==> config.mk <==
export PLATFORM = sky130hd
export DESIGN_NAME = lns_mvx_sched_flat
export DESIGN_NICKNAME = d
export VERILOG_FILES = /design/src/rtl/lns_mvx_sched_if.sv /design/src/rtl/lns_mvx_sched.sv /design/src/flat_wrapper.sv
export SDC_FILE = /design/constraint.sdc
export NUM_CORES = 1
export LEC_CHECK = 0
export CAP_MARGIN = 0
export CORE_ASPECT_RATIO = 1.1
export CORE_MARGIN = 4
export CORE_UTILIZATION = 31
export CTS_BUF_LIST = sky130_fd_sc_hd__clkbuf_8 sky130_fd_sc_hd__clkbuf_16
export DETAILED_ROUTE_END_ITERATION = 10
export PLACE_DENSITY = 0.77
export SYNTH_ARGS = -nofsm -noshare
export SYNTH_HDL_FRONTEND = slang
export SYNTH_SLANG_ARGS = --single-unit
export TNS_END_PERCENT = 20
==> constraint.sdc <==
create_clock -name sysclk -period 1.49 [get_ports sysclk]
set_input_delay 0.298 -clock sysclk [delete_from_list [all_inputs] [get_ports sysclk]]
set_output_delay 0.298 -clock sysclk [all_outputs]
set_load 0.005 [all_outputs]
==> src/rtl/lns_mvx_sched_if.sv <==
// Bus bundle for the matrix-vector scheduler: control handshake, A/x RAM
// read ports, LNS MAC pipe operands/result and the y RAM write port.
interface lns_mvx_sched_if #(
    parameter int AW = 6,
    parameter int VW = 3
);
    logic          start;
    logic          busy;
    logic          done;
    logic [AW-1:0] mat_addr;
    logic [15:0]   mat_data;
    logic [VW-1:0] vec_addr;
    logic [15:0]   vec_data;
    logic [15:0]   alua0;
    logic [15:0]   alub0;
    logic [15:0]   aluc0;
    logic [15:0]   alur2;
    logic          y_we;
    logic [VW-1:0] y_addr;
    logic [15:0]   y_data;

    modport master (
        input  start, mat_data, vec_data, alur2,
        output busy, done, mat_addr, vec_addr, alua0, alub0, aluc0,
               y_we, y_addr, y_data
    );

    modport slave (
        output start, mat_data, vec_data, alur2,
        input  busy, done, mat_addr, vec_addr, alua0, alub0, aluc0,
               y_we, y_addr, y_data
    );
endinterface

==> src/rtl/lns_mvx_sched.sv <==
// y = A*x sequencer over a 2-stage LNS MAC pipe; two rows are interleaved
// cycle-by-cycle so each row's accumulator returns exactly when it is next needed.
module lns_mvx_sched #(
    parameter int ROWS = 8,
    parameter int COLS = 8,
    parameter int AW   = 6,
    parameter int VW   = 3
) (
    input logic               sysclk,
    input logic               reset_n,
    lns_mvx_sched_if.master   bus
);
    localparam logic [15:0] LNS_ZERO = 16'h4000;
    localparam int P  = (ROWS + 1) / 2;
    localparam int CW = (COLS > 1) ? $clog2(COLS) : 1;
    localparam int RW = VW + 1;
    localparam logic [CW-1:0] COL_LAST  = CW'(COLS - 1);
    localparam logic [RW-1:0] PAIR_LAST = RW'(2 * (P - 1));
    localparam logic [RW-1:0] ROW_PH    = RW'(ROWS);

    typedef enum logic [1:0] {S_IDLE, S_ISSUE, S_DRAIN, S_DONE} state_e;

    typedef struct packed {
        logic          vld;
        logic          first;
        logic          last;
        logic          phantom;
        logic [VW-1:0] row;
    } tag_t;

    state_e        state_q, state_d;
    logic [CW-1:0] col_q, col_d;
    logic          slot_q, slot_d;
    logic [RW-1:0] pbase_q, pbase_d;
    logic [1:0]    dcnt_q, dcnt_d;
    logic [RW-1:0] row;
    tag_t          tag0;
    tag_t          tag_q [3:1];
    tag_t          op_t, wb_t;

    assign row = pbase_q + RW'(slot_q);

    always_comb begin
        state_d      = state_q;
        col_d        = col_q;
        slot_d       = slot_q;
        pbase_d      = pbase_q;
        dcnt_d       = dcnt_q;
        bus.busy     = 1'b0;
        bus.done     = 1'b0;
        bus.mat_addr = '0;
        bus.vec_addr = '0;
        tag0         = '0;
        unique case (state_q)
            S_IDLE: begin
                if (bus.start) begin
                    state_d = S_ISSUE;
                    col_d   = '0;
                    slot_d  = 1'b0;
                    pbase_d = '0;
                end
            end
            S_ISSUE: begin
                bus.busy     = 1'b1;
                tag0.vld     = 1'b1;
                tag0.first   = (col_q == '0);
                tag0.last    = (col_q == COL_LAST);
                tag0.phantom = (row == ROW_PH);
                tag0.row     = row[VW-1:0];
                bus.vec_addr = VW'(col_q);
                if (!tag0.phantom)
                    bus.mat_addr = AW'(row) * AW'(COLS) + AW'(col_q);
                slot_d = ~slot_q;
                // Column advances only after both slots of the pair issued it.
                if (slot_q) begin
                    if (col_q == COL_LAST) begin
                        col_d   = '0;
                        pbase_d = pbase_q + RW'(2);
                        if (pbase_q == PAIR_LAST) begin
                            state_d = S_DRAIN;
                            dcnt_d  = '0;
                        end
                    end else begin
                        col_d = col_q + CW'(1);
                    end
                end
            end
            S_DRAIN: begin
                bus.busy = 1'b1;
                dcnt_d   = dcnt_q + 2'd1;
                if (dcnt_q == 2'd2)
                    state_d = S_DONE;
            end
            default: begin
                bus.done = 1'b1;
                state_d  = S_IDLE;
            end
        endcase
    end

    always_ff @(posedge sysclk) begin
        if (!reset_n) begin
            state_q <= S_IDLE;
            col_q   <= '0;
            slot_q  <= 1'b0;
            pbase_q <= '0;
            dcnt_q  <= '0;
            tag_q[1] <= '0;
            tag_q[2] <= '0;
            tag_q[3] <= '0;
        end else begin
            state_q <= state_d;
            col_q   <= col_d;
            slot_q  <= slot_d;
            pbase_q <= pbase_d;
            dcnt_q  <= dcnt_d;
            tag_q[1] <= tag0;
            tag_q[2] <= tag_q[1];
            tag_q[3] <= tag_q[2];
        end
    end

    // Stage 1 is the operand phase (RAM data arrives); stage 3 sees the final sum.
    assign op_t = tag_q[1];
    assign wb_t = tag_q[3];

    always_comb begin
        bus.alub0 = (op_t.vld && !op_t.phantom) ? bus.mat_data : LNS_ZERO;
        bus.aluc0 = op_t.vld ? bus.vec_data : LNS_ZERO;
        bus.alua0 = (op_t.vld && !op_t.first && !op_t.phantom) ? bus.alur2 : LNS_ZERO;
        bus.y_we   = wb_t.vld && wb_t.last && !wb_t.phantom;
        bus.y_addr = bus.y_we ? wb_t.row : '0;
        bus.y_data = bus.y_we ? bus.alur2 : '0;
    end
endmodule

==> src/flat_wrapper.sv <==
// flat-port wrapper written by rule: the top's interface ports become plain ports
module lns_mvx_sched_flat 
#(
    parameter int ROWS = 8,
    parameter int COLS = 8,
    parameter int AW   = 6,
    parameter int VW   = 3
)
  (sysclk, reset_n, bus_start, bus_mat_data, bus_vec_data, bus_alur2, bus_busy, bus_done, bus_mat_addr, bus_vec_addr, bus_alua0, bus_alub0, bus_aluc0, bus_y_we, bus_y_addr, bus_y_data);
  lns_mvx_sched_if #(.AW(AW), .VW(VW)) bus_i ();
  input logic sysclk;
  input logic reset_n;
  input wire logic [$bits(bus_i.start)-1:0] bus_start;
  input wire logic [$bits(bus_i.mat_data)-1:0] bus_mat_data;
  input wire logic [$bits(bus_i.vec_data)-1:0] bus_vec_data;
  input wire logic [$bits(bus_i.alur2)-1:0] bus_alur2;
  output wire logic [$bits(bus_i.busy)-1:0] bus_busy;
  output wire logic [$bits(bus_i.done)-1:0] bus_done;
  output wire logic [$bits(bus_i.mat_addr)-1:0] bus_mat_addr;
  output wire logic [$bits(bus_i.vec_addr)-1:0] bus_vec_addr;
  output wire logic [$bits(bus_i.alua0)-1:0] bus_alua0;
  output wire logic [$bits(bus_i.alub0)-1:0] bus_alub0;
  output wire logic [$bits(bus_i.aluc0)-1:0] bus_aluc0;
  output wire logic [$bits(bus_i.y_we)-1:0] bus_y_we;
  output wire logic [$bits(bus_i.y_addr)-1:0] bus_y_addr;
  output wire logic [$bits(bus_i.y_data)-1:0] bus_y_data;
  assign bus_i.start = bus_start;
  assign bus_i.mat_data = bus_mat_data;
  assign bus_i.vec_data = bus_vec_data;
  assign bus_i.alur2 = bus_alur2;
  assign bus_busy = bus_i.busy;
  assign bus_done = bus_i.done;
  assign bus_mat_addr = bus_i.mat_addr;
  assign bus_vec_addr = bus_i.vec_addr;
  assign bus_alua0 = bus_i.alua0;
  assign bus_alub0 = bus_i.alub0;
  assign bus_aluc0 = bus_i.aluc0;
  assign bus_y_we = bus_i.y_we;
  assign bus_y_addr = bus_i.y_addr;
  assign bus_y_data = bus_i.y_data;
  lns_mvx_sched #(.ROWS(ROWS), .COLS(COLS), .AW(AW), .VW(VW)) u_core (.sysclk(sysclk), .reset_n(reset_n), .bus(bus_i));
endmodule
==> results of run 1 <==
[synth_stat cells]
cell type and number:
a2111oi_4 1, a21boi_0 2, a21boi_4 1, a21oi_1 1, a21oi_2 1, a22oi_1 1
and2_1 61, and2_2 25, and2b_1 1, and2b_2 2, and3_1 5, buf_2 2
clkbuf_1 9, dfxtp_1 30, ha_1 9, inv_1 9, mux2i_1 2, mux2i_2 1
nand2_1 8, nand2b_1 2, nand3_1 4, nand3b_1 3, nand4_1 1, nand4b_1 1
nor2_1 6, nor2b_1 5, nor3b_1 2, nor3b_2 1, nor4b_1 1, o21ai_0 7
o22ai_1 2, or2b_1 1, xnor2_1 1
[per-stage QoR]
stage | total power (uW) | hold slack, ns | setup WS, ns | std cells
6_report | 3410 | 0.433 | -0.304 | 460
5_1_grt | 3630 | 0.452 | -0.345 | 460
4_1_cts | 3320 | 0.436 | -0.305 | 459
3_5_place_dp | 2400 | 0.424 | -0.292 | 430
3_3_place_gp | 2360 | 0.412 | -0.299 | 430
2_1_floorplan | 1580 | 0.412 | 0.0128 | 208
[cells in the final DEF (no fill, tap or decap), types with 3 or more instances in the layout]
cell type / synthesis / final
clkdlybuf4s50_1: 0 / 57
buf_6: 0 / 51
and2_1: 61 / 46
and2_4: 0 / 34
buf_4: 0 / 28
dfxtp_1: 30 / 23
buf_2: 2 / 13
clkbuf_2: 0 / 11
dlymetal6s2s_1: 0 / 9
inv_1: 9 / 8
nand2_1: 8 / 7
o21ai_0: 7 / 7
ha_1: 9 / 7
dfxtp_2: 0 / 7
and2_2: 25 / 6
clkbuf_8: 0 / 6
dlygate4sd2_1: 0 / 6
and3_1: 5 / 5
nor2b_1: 5 / 4
nor2_1: 6 / 4
nand3_1: 4 / 4
and2b_2: 2 / 3
nand3b_1: 3 / 3
[registers in the layout, indices dropped and copies added (netlist names)]
name            cells
u_core.state_q      2
u_core.dcnt_q       2
u_core.slot_q       1
u_core.col_q        3
u_core.pbase_q      3
u_core.tag_q       19
[repair_timing]
action,4_1_cts,5_1_grt
pin swaps,21,17
gates cloned,4,1
hold buffers,0,0
gates resized for setup,261,83
buffers inserted,17,1
endpoints found under the setup margin,90,90
[final timing paths]
kind | startpoint | endpoint | cells past startpoint
worst min-delay path | u_core.tag_q[0][17]$_SDFF_PN0_ | u_core.tag_q[0][24]$_SDFF_PN0_ | 1
worst min register to register | u_core.tag_q[0][17]$_SDFF_PN0_ | u_core.tag_q[0][24]$_SDFF_PN0_ | 1
worst max register to register | u_core.state_q[0]$_SDFFE_PN0P_ | u_core.state_q[0]$_SDFFE_PN0P_ | 7
worst max-delay path | u_core.tag_q[0][10]$_SDFF_PN0_ | bus_alua0[7] | 5
[critical path: cells and delay by family, from the launching register on]
family        cells  cell delay [ns]
buf+inv           2             0.25
flops             1             0.33
simple gates      3             0.65
[layout make-up]
cell class | instances | share of cell area, %
repair buffers | 179 | 44.6
multi-input cells | 159 | 33.5
flip-flops and latches | 30 | 16.1
well taps | 75 | 2.48
clock buffers | 6 | 2.18
inverters | 9 | 0.893
clock inverters | 2 | 0.232
[metal layers]
| metal | share of wire (%) | vias up |
|---|---|---|
| li1 | - | 1015 |
| met1 | 34 | 937 |
| met2 | 54 | 85 |
| met3 | 10 | 11 |
| met4 | 1.5 | 0 |
| met5 | 0 | - |
[cell families after synthesis]
kind of cell,synth area share (%)
adder cells (fa/ha/maj),6.30
AO/OA/AOI/OAI,7.28
flip-flops,33.6
buffers and inverters,4.34
AND/OR/NAND/NOR,46.1
XOR/XNOR,0.490
multiplexers,1.89
[power groups by stage]
stage,Clock [uW],Sequential [uW],Combinational (uW)
6_report,663,907,1840
5_1_grt,736,914,1980
4_1_cts,686,895,1740
3_5_place_dp,0,903,1500
3_3_place_gp,0,901,1460
2_1_floorplan,0,914,664
==> impl_summary.log, run 1 <==
INFO  metric setup_viol = 67
INFO  metric drc_errors = 0
INFO  metric detailedRoute.firstPassIterationCount = 4
INFO  metric route.detailed.vias_per_inst = 4.45
INFO  metric fillers = 428
INFO  metric clock_pin_slew_reported_for_the_worst_setup_and_hold_paths_after_clock_tree_synthesis = 0.07 ns
INFO  metric multi_input_comb_area = 1270 sq um
INFO  metric grt_use_total = 17.4%
INFO  metric final-seq-area = 609 sq um
INFO  metric netlist_top_cells_area = dfxtp_1 34%, and2_1 21%, and2_2 11%
INFO  metric buffer_ports.inserted = 129
INFO  metric final_net_count = 444
INFO  metric final_cell_area = 3780 sq um
INFO  metric clock_tree.htree_level_count = 2
INFO  metric maxSlewHeadroom = 75.0%
INFO  metric hpwlAfterDp = 4720 um
INFO  metric drv_cap = 0
INFO  metric tritoncts_buffer_count = 5
INFO  metric grt_overflow_total = 0
INFO  metric netlist.area_leader.share = 33.6%
INFO  metric worst_pin_slew = 0.375 ns
INFO  metric vias_in_the_first_global_route = 2012
INFO  metric initial_core_utilization = 32.5%
INFO  metric achievable-frequency = 558 MHz
INFO  metric final_min_period_over_clock_period = 120%
INFO  metric timing.clock.skew = 0.00820 ns
INFO  metric violations = negative setup slack
INFO  metric timing_max_transition_violations_final = 0
INFO  metric power_frac_clock = 19.4%
INFO  metric grt_max_degree = 18
INFO  metric regToRegSetupSlack = -0.09 ns
INFO  metric synthesis.area_per_instance = 8.59 sq um
INFO  metric cp_slowest_cell = dfxtp_2
INFO  metric syn_area = 1790 sq um
INFO  metric vias = 2048
INFO  metric cp_data_required_time = 1.19 ns
INFO  metric synthesis.nets = 268
INFO  metric die-width = 80.4 um
INFO  metric top_usage_layer = met2
INFO  metric numClockSinks = 30
INFO  metric run_status = finished with violations
INFO  metric cp_endpoint_kind = output pin
INFO  metric placed_cell_area = 3350 sq um
INFO  metric met3_capacity_usage_during_global_routing = 6.17%
INFO  metric delay_of_the_slowest_cell_on_the_worst_path = 0.33 ns
INFO  metric floorplan.die_area = 7040 sq um
INFO  metric p_int = 2330 uW
INFO  metric grt_pass1_wl = 9600 um
INFO  metric final.min_clock_period = 1.79 ns
INFO  metric synth_seq_cells = 30
INFO  metric arrival = 1.50 ns
INFO  metric grt_antenna_before_repair = 0
INFO  metric ios = 130
INFO  metric gr-usage-met1 = 16.8%
INFO  metric antennaDiodeCount = 0
INFO  metric critical_path.cell_chain = and2b_2, and2b_2, buf_6, and2_4, buf_6
INFO  metric die_height = 87.6 um
INFO  metric clockRootBuffer = clkbuf_8
INFO  metric part_of_the_total_power_dissipated_in_sequential_elements = 26.6%
INFO  metric route.final.wire_length = 6960 um
INFO  metric cell_count_after_synthesis = 208
INFO  metric synth_cell_types = 33
INFO  metric count_of_warnings_emitted_by_yosys = 0
INFO  metric core.rowCount = 28
INFO  metric criticalPathCategory = flop to output pin
INFO  metric insertion_delay = 0.28 ns
INFO  metric cell_type_with_the_highest_aggregate_area_in_the_netlist = dfxtp_1
INFO  metric power_frac_comb = 54.0%
INFO  metric netSwitchingFraction = 31.6%
INFO  metric final_critical_path_setup_slack = -0.304 ns
INFO  metric pleak = 0.00190 uW
INFO  metric routed_wire_length_per_instance = 15.1 um
INFO  metric hold_viol = 0
INFO  metric ir_worst_vdd = 0.000888 V
INFO  metric tritoncts = yes
INFO  metric clock_tree.buffer_depth = 2
INFO  metric core_area = 5500 sq um
INFO  metric layout-area-overhead-vs-synth = 112%
INFO  metric critical_path.startpoint_type = flop
INFO  metric groute.layer.met2.usage = 34.2%
INFO  metric antenna_violating_nets_post_route = 0
INFO  metric p_per_area = 903 nW/um^2
INFO  metric sequential_element_share_of_the_synthesized_area = 33.6%
INFO  metric post_route_setup_tns = -10.05 ns
INFO  metric rsz0062_at_grt = yes
INFO  metric final_util = 68.8%
INFO  metric drt_iter0_markers = 32
INFO  metric gp_congestion = 0.768
INFO  metric min_path_type = flop to flop
INFO  metric post_route_cells_drive_above_1_share = 47.3%
INFO  metric cp_max_fo = 5
INFO  metric switching_power_total = 1080 uW
(Power assumes the default switching activity.)
==> run 2: changes to the inputs <==
- SKIP_LAST_GASP: unset -> 1
==> impl_summary.log, run 2 (synthesis results as in run 1) <==
INFO  metric die-width = 80.4 um (unchanged)
INFO  metric largest_register_ff_count = 19 (unchanged)
INFO  metric hold_viol = 0 (unchanged)
INFO  metric final.min_clock_period = 1.79 ns (about the same)
INFO  metric worst_pin_slew = 0.364 ns (was 0.375 ns)
INFO  metric die_height = 87.6 um (unchanged)
INFO  metric critical_path.startpoint_type = flop (unchanged)
INFO  metric floorplan.die_area = 7040 sq um (unchanged)
INFO  metric maxSlewHeadroom = 75.7% (was 75.0%)
INFO  metric final_net_count = 446 (was 444)
INFO  metric layout-area-overhead-vs-synth = 105% (was 112%)
INFO  metric core.rowCount = 28 (unchanged)
INFO  metric drc_errors = 0 (unchanged)
INFO  metric numClockSinks = 30 (unchanged)
INFO  metric biggest_register = u_core.tag_q (unchanged)
INFO  metric grt_use_total = 17.2% (was 17.4%)
INFO  metric grt_max_degree = 18 (unchanged)
INFO  metric vias = 2015 (was 2048)
INFO  metric gp_congestion = 0.768 (unchanged)
INFO  metric commonest_cells_after_routing_fill_and_taps_aside = 68 x clkdlybuf4s50_1, 53 x and2_1, 35 x buf_4, 34 x buf_6, 29 x dlygate4sd2_1 (was 57 x clkdlybuf4s50_1, 51 x buf_6, 46 x and2_1, 34 x and2_4, 28 x buf_4)
INFO  metric violations = negative setup slack (unchanged)
INFO  metric grt_pass1_wl = 9470 um (was 9600 um)
INFO  metric largest_registers_in_the_final_layout = u_core.tag_q: 19 flops, u_core.col_q: 3 flops, u_core.pbase_q: 3 flops (unchanged)
INFO  metric final_cell_area = 3670 sq um (was 3780 sq um)
INFO  metric grt_antenna_before_repair = 0 (unchanged)
INFO  metric cp_data_required_time = 1.19 ns (about the same)
INFO  metric timing.clock.skew = 0.00768 ns (was 0.00820 ns)
INFO  metric ir_worst_vdd = 0.000785 V (was 0.000888 V)
INFO  metric hpwlAfterDp = 4720 um (unchanged)
INFO  metric achievable-frequency = 559 MHz (was 558 MHz)
INFO  metric route.final.wire_length = 6390 um (was 6960 um)
INFO  metric pleak = 0.00179 uW (was 0.00190 uW)
INFO  metric placed_cell_area = 3350 sq um (unchanged)
INFO  metric clock_pin_slew_reported_for_the_worst_setup_and_hold_paths_after_clock_tree_synthesis = 0.06 ns (was 0.07 ns)
INFO  metric hold_worst_slack = 0.425 ns (was 0.433 ns)
INFO  metric clock_tree.buffer_depth = 2 (unchanged)
INFO  metric fillers = 441 (was 428)
INFO  metric rsz0062_at_grt = yes (unchanged)
INFO  metric min_path_type = flop to flop (unchanged)
INFO  metric vias_in_the_first_global_route = 1980 (was 2012)
INFO  metric arrival = 1.49 ns (was 1.50 ns)
INFO  metric layout.cells.most_common = clkdlybuf4s50_1 (unchanged)
INFO  metric placed_cells_incl_taps = 430 (unchanged)
INFO  metric clock_tree.htree_level_count = 2 (unchanged)
INFO  metric drt_iter0_markers = 22 (was 32)
INFO  metric drv_cap = 0 (unchanged)
INFO  metric antennaDiodeCount = 0 (unchanged)
INFO  metric initial_core_utilization = 32.5% (unchanged)
INFO  metric routed_wire_length_per_instance = 13.8 um (was 15.1 um)
INFO  metric antenna_violating_nets_post_route = 0 (unchanged)
INFO  metric clockRootBuffer = clkbuf_8 (unchanged)
INFO  metric hold_buffers = 0 (unchanged)
INFO  metric timing_max_transition_violations_final = 0 (unchanged)
INFO  metric run_status = finished with violations (unchanged)
INFO  metric detailedRoute.firstPassIterationCount = 4 (unchanged)
INFO  metric cp_max_fo = 5 (unchanged)
INFO  metric cp_endpoint_kind = output pin (unchanged)
INFO  metric criticalPathCategory = flop to output pin (unchanged)
INFO  metric insertion_delay = 0.28 ns (about the same)
INFO  metric tritoncts = yes (unchanged)
INFO  metric tritoncts_buffer_count = 5 (unchanged)
INFO  metric post_route_setup_tns = -16.32 ns (was -10.05 ns)
INFO  metric ios = 130 (unchanged)
INFO  metric buffer_ports.inserted = 129 (unchanged)
INFO  metric final_cells = 462 (was 460)
INFO  metric route.detailed.vias_per_inst = 4.36 (was 4.45)
INFO  metric grt_overflow_total = 0 (unchanged)
INFO  metric final_min_period_over_clock_period = 120% (about the same)
INFO  metric core_area = 5500 sq um (unchanged)
INFO  metric final_critical_path_setup_slack = -0.299 ns (was -0.304 ns)
INFO  metric post_route_cells_drive_above_1_share = 36.2% (was 47.3%)
INFO  metric setup_viol = 90 (was 67)
INFO  metric p_per_area = 871 nW/um^2 (was 903 nW/um^2)
## run 2: critical path: stages, from the launching register on
cell     delay, ns
dfxtp_2       0.32
and2b_2       0.26
and2b_2       0.26
buf_6         0.14
and2_4        0.13
buf_6         0.11
## run 2: cell type report
| cell class | count | area [sq um] | share of cell area (%) |
|---|---|---|---|
| Clock buffer | 6 | 82.6 | 2.25 |
| Clock inverter | 2 | 8.76 | 0.239 |
| Inverter | 9 | 33.8 | 0.920 |
| Multi-Input combinational cell | 159 | 1180 | 32.0 |
| Sequential cell | 30 | 606 | 16.5 |
| Tap cell | 75 | 93.8 | 2.56 |
| Timing Repair Buffer | 181 | 1670 | 45.5 |
## run 2: final timing paths
path                                                     start                             end  slack, ns  depth (start not counted)
worst max-delay path            u_core.tag_q[0][10]$_SDFF_PN0_                    bus_alua0[0]      -0.30                          5
worst min-delay path             u_core.tag_q[0][9]$_SDFF_PN0_  u_core.tag_q[0][16]$_SDFF_PN0_       0.43                          1
worst max register to register  u_core.state_q[1]$_SDFFE_PN0P_  u_core.pbase_q[3]$_SDFFE_PN0P_      -0.12                          9
worst min register to register   u_core.tag_q[0][9]$_SDFF_PN0_  u_core.tag_q[0][16]$_SDFF_PN0_       0.43                          1
## run 2: power by group
part / switching, uW / internal (uW) / leakage, uW / total (uW)
registers: 29.8 / 861 / 0.000244 / 891
logic: 655 / 993 / 0.00149 / 1650
clock network: 294 / 365 / 0.0000524 / 659
total: 979 / 2220 / 0.00179 / 3200
## run 2: routing by layer
metal  track usage [%]  vias to the layer above  wire, um
met1              16.8                      908      2270
li1                  -                     1021         -
met3              5.76                        8       678
met5                 0                        -         0
met2              33.4                       78      3350
met4              5.53                        0        91
## run 2: per-stage QoR
stage	total power (uW)	utilization (%)	setup WS, ns
floorplan	1580	-	0.0128
global placement	2360	60.9	-0.299
detailed placement	2400	60.9	-0.292
CTS	3210	65.4	-0.306
global route	3420	66.7	-0.361
finish	3200	66.7	-0.299
## run 2: repair_timing
item / in CTS / in global routing
gates cloned: 4 / 0
setup endpoints to repair: 90 / 90
pin swaps: 12 / 5
gates resized for setup: 178 / 42
setup buffers: 17 / 4
==> run 3: changes to the inputs <==
- ABC_CLOCK_PERIOD_IN_PS: unset -> 1490
- REMOVE_ABC_BUFFERS: unset -> 1
==> impl_summary.log, run 3 (synthesis results as in run 1) <==
INFO  metric grt_antenna_before_repair = 0 (unchanged)
INFO  metric ir_worst_vdd = 0.000685 V (was 0.000785 V)
INFO  metric power_frac_comb = 52.2% (was 51.5%)
INFO  metric min_path_type = flop to flop (unchanged)
INFO  metric hold_buffers = 0 (unchanged)
INFO  metric post_route_cells_drive_above_1_share = 37.0% (was 36.2%)
INFO  metric maxSlewHeadroom = 77.0% (was 75.7%)
INFO  metric die-width = 80.4 um (unchanged)
INFO  metric pleak = 0.00178 uW (was 0.00179 uW)
INFO  metric grt_overflow_total = 0 (unchanged)
INFO  metric core.rowCount = 28 (unchanged)
INFO  metric top_layer_used = met4 (unchanged)
INFO  metric run_status = finished with violations (unchanged)
INFO  metric timing_max_transition_violations_final = 0 (unchanged)
INFO  metric worst_pin_slew = 0.345 ns (was 0.364 ns)
INFO  metric antenna_violating_nets_post_route = 0 (unchanged)
INFO  metric drv_cap = 0 (unchanged)
INFO  metric layout-area-overhead-vs-synth = 108% (was 105%)
INFO  metric p_int = 2270 uW (was 2220 uW)
INFO  metric floorplan.die_area = 7040 sq um (unchanged)
INFO  metric timing.clock.skew = 0.00400 ns (was 0.00768 ns)
INFO  metric switching_power_total = 1020 uW (was 979 uW)
INFO  metric power_frac_clock = 20.5% (was 20.6%)
INFO  metric clockRootBuffer = clkbuf_8 (unchanged)
INFO  metric vias_in_the_first_global_route = 2047 (was 1980)
INFO  metric clock_tree.buffer_depth = 2 (unchanged)
INFO  metric part_of_the_total_power_dissipated_in_sequential_elements = 27.3% (was 27.9%)
INFO  metric route.final.wire_length = 6560 um (was 6390 um)
INFO  metric largest_register_ff_count = 19 (unchanged)
INFO  metric buffer_ports.inserted = 129 (unchanged)
INFO  metric netSwitchingFraction = 31.1% (was 30.6%)
INFO  metric grt_use_total = 17.9% (was 17.2%)
INFO  metric core_area = 5500 sq um (unchanged)
INFO  metric vias = 2003 (was 2015)
INFO  metric hpwlAfterDp = 4510 um (was 4720 um)
INFO  metric rsz0062_at_grt = yes (unchanged)
INFO  metric clock_pin_slew_reported_for_the_worst_setup_and_hold_paths_after_clock_tree_synthesis = 0.06 ns (about the same)
INFO  metric met1_wl = 2330 um (was 2270 um)
INFO  metric final_critical_path_setup_slack = -0.309 ns (was -0.299 ns)
INFO  metric layout.cells.most_common = clkdlybuf4s50_1 (unchanged)
INFO  metric cp_max_fo = 5 (unchanged)
INFO  metric detailedRoute.firstPassIterationCount = 4 (unchanged)
INFO  metric preCtsSetupSlack = -0.266 ns (was -0.292 ns)
INFO  metric violations = negative setup slack (unchanged)
INFO  metric insertion_delay = 0.28 ns (about the same)
INFO  metric routed-wl-met2 = 3480 um (was 3350 um)
INFO  metric setup_viol = 89 (was 90)
INFO  metric commonest_cells_after_routing_fill_and_taps_aside = 67 x clkdlybuf4s50_1, 50 x and2_1, 44 x buf_6, 27 x dlygate4sd2_1, 26 x buf_4 (was 68 x clkdlybuf4s50_1, 53 x and2_1, 35 x buf_4, 34 x buf_6, 29 x dlygate4sd2_1)
INFO  metric p_per_area = 885 nW/um^2 (was 871 nW/um^2)
INFO  metric placed_cell_area = 3340 sq um (was 3350 sq um)
INFO  metric tritoncts_buffer_count = 5 (unchanged)
INFO  metric arrival = 1.50 ns (was 1.49 ns)
INFO  metric route.detailed.vias_per_inst = 4.39 (was 4.36)
INFO  metric routed_wire_length_per_instance = 14.4 um (was 13.8 um)
INFO  metric tritoncts = yes (unchanged)
INFO  metric criticalPathCategory = flop to output pin (unchanged)
INFO  metric regToRegSetupSlack = -0.18 ns (was -0.12 ns)
INFO  metric gp_congestion = 0.740 (was 0.768)
INFO  metric numClockSinks = 30 (unchanged)
INFO  metric drc_errors = 0 (unchanged)
INFO  metric cp_data_required_time = 1.19 ns (about the same)
INFO  metric fillers = 432 (was 441)
INFO  metric ios = 130 (unchanged)
INFO  metric wl_met3 = 680 um (was 678 um)
INFO  metric final.min_clock_period = 1.80 ns (was 1.79 ns)
INFO  metric final-seq-area = 607 sq um (was 606 sq um)
INFO  metric final_cell_area = 3710 sq um (was 3670 sq um)
INFO  metric initial_core_utilization = 32.5% (unchanged)
INFO  metric final_min_period_over_clock_period = 121% (was 120%)
INFO  metric grt_pass1_wl = 9960 um (was 9470 um)
INFO  metric final_net_count = 440 (was 446)
INFO  metric multi_input_comb_area = 1200 sq um (was 1180 sq um)
INFO  metric die_height = 87.6 um (unchanged)
INFO  metric largest_registers_in_the_final_layout = u_core.tag_q: 19 flops, u_core.col_q: 3 flops, u_core.pbase_q: 3 flops (unchanged)
INFO  metric drt_iter0_markers = 17 (was 22)
INFO  metric critical_path.startpoint_type = flop (unchanged)
INFO  metric biggest_register = u_core.tag_q (unchanged)
INFO  metric hold_viol = 0 (unchanged)
INFO  metric cp_endpoint_kind = output pin (unchanged)
INFO  metric antennaDiodeCount = 0 (unchanged)
INFO  metric grt_max_degree = 33 (was 18)
INFO  metric clock_tree.htree_level_count = 2 (unchanged)
INFO  metric achievable-frequency = 556 MHz (was 559 MHz)
[run 3: final timing paths]
path                                                      from                              to  cells past startpoint
worst max-delay path            u_core.tag_q[0][10]$_SDFF_PN0_                    bus_alua0[0]                      5
worst min-delay path             u_core.tag_q[0][7]$_SDFF_PN0_  u_core.tag_q[0][14]$_SDFF_PN0_                      1
worst max register to register  u_core.state_q[0]$_SDFFE_PN0P_      u_core.slot_q$_SDFFE_PN0P_                      8
worst min register to register   u_core.tag_q[0][7]$_SDFF_PN0_  u_core.tag_q[0][14]$_SDFF_PN0_                      1
[run 3: per-stage QoR]
| stage | cells | hold slack, ns | util (%) | total power [uW] | TNS, ns |
|---|---|---|---|---|---|
| CTS | 453 | 0.436 | 65.5 | 3200 | -17.98 |
| global placement | 427 | 0.414 | 60.6 | 2350 | -14.54 |
| detailed placement | 427 | 0.417 | 60.6 | 2390 | -15.71 |
| floorplan | 197 | 0.412 | - | 1540 | -1.13 |
| global route | 456 | 0.453 | 67.5 | 3520 | -22.52 |
| finish | 456 | 0.433 | 67.5 | 3290 | -15.38 |
[run 3: power groups by stage]
stage / clock (uW) / sequential (uW) / combinational [uW]
floorplan: 0 / 931 / 609
global placement: 0 / 901 / 1450
detailed placement: 0 / 901 / 1490
CTS: 701 / 895 / 1610
global route: 748 / 906 / 1860
finish: 674 / 899 / 1720
[run 3: final cells by class]
cell class / instances / share of cell area, %
Timing Repair Buffer: 175 / 45.4
Multi-Input combinational cell: 159 / 32.3
Sequential cell: 30 / 16.3
Tap cell: 75 / 2.53
Clock buffer: 6 / 2.22
Inverter: 9 / 0.909
Clock inverter: 2 / 0.337
[run 3: what timing repair did]
action | 4_1_cts | 5_1_grt
pin swaps | 18 | 9
gates cloned | 5 | 1
gates resized for setup | 191 | 56
endpoints found under the setup margin | 90 | 90
endpoints found under the hold margin | 0 | 0
buffers inserted | 13 | 2
[run 3: layer usage]
metal,vias up,global-route usage [%]
met1,914,17.7
met4,0,4.61
li1,1003,-
met5,-,0
met3,7,5.76
met2,79,35.4
[run 3: critical path, stage by stage, from the launching register on]
cell	delay [ns]
dfxtp_2	0.31
and2b_2	0.25
and2b_2	0.26
buf_6	0.14
and2_4	0.15
buf_6	0.11
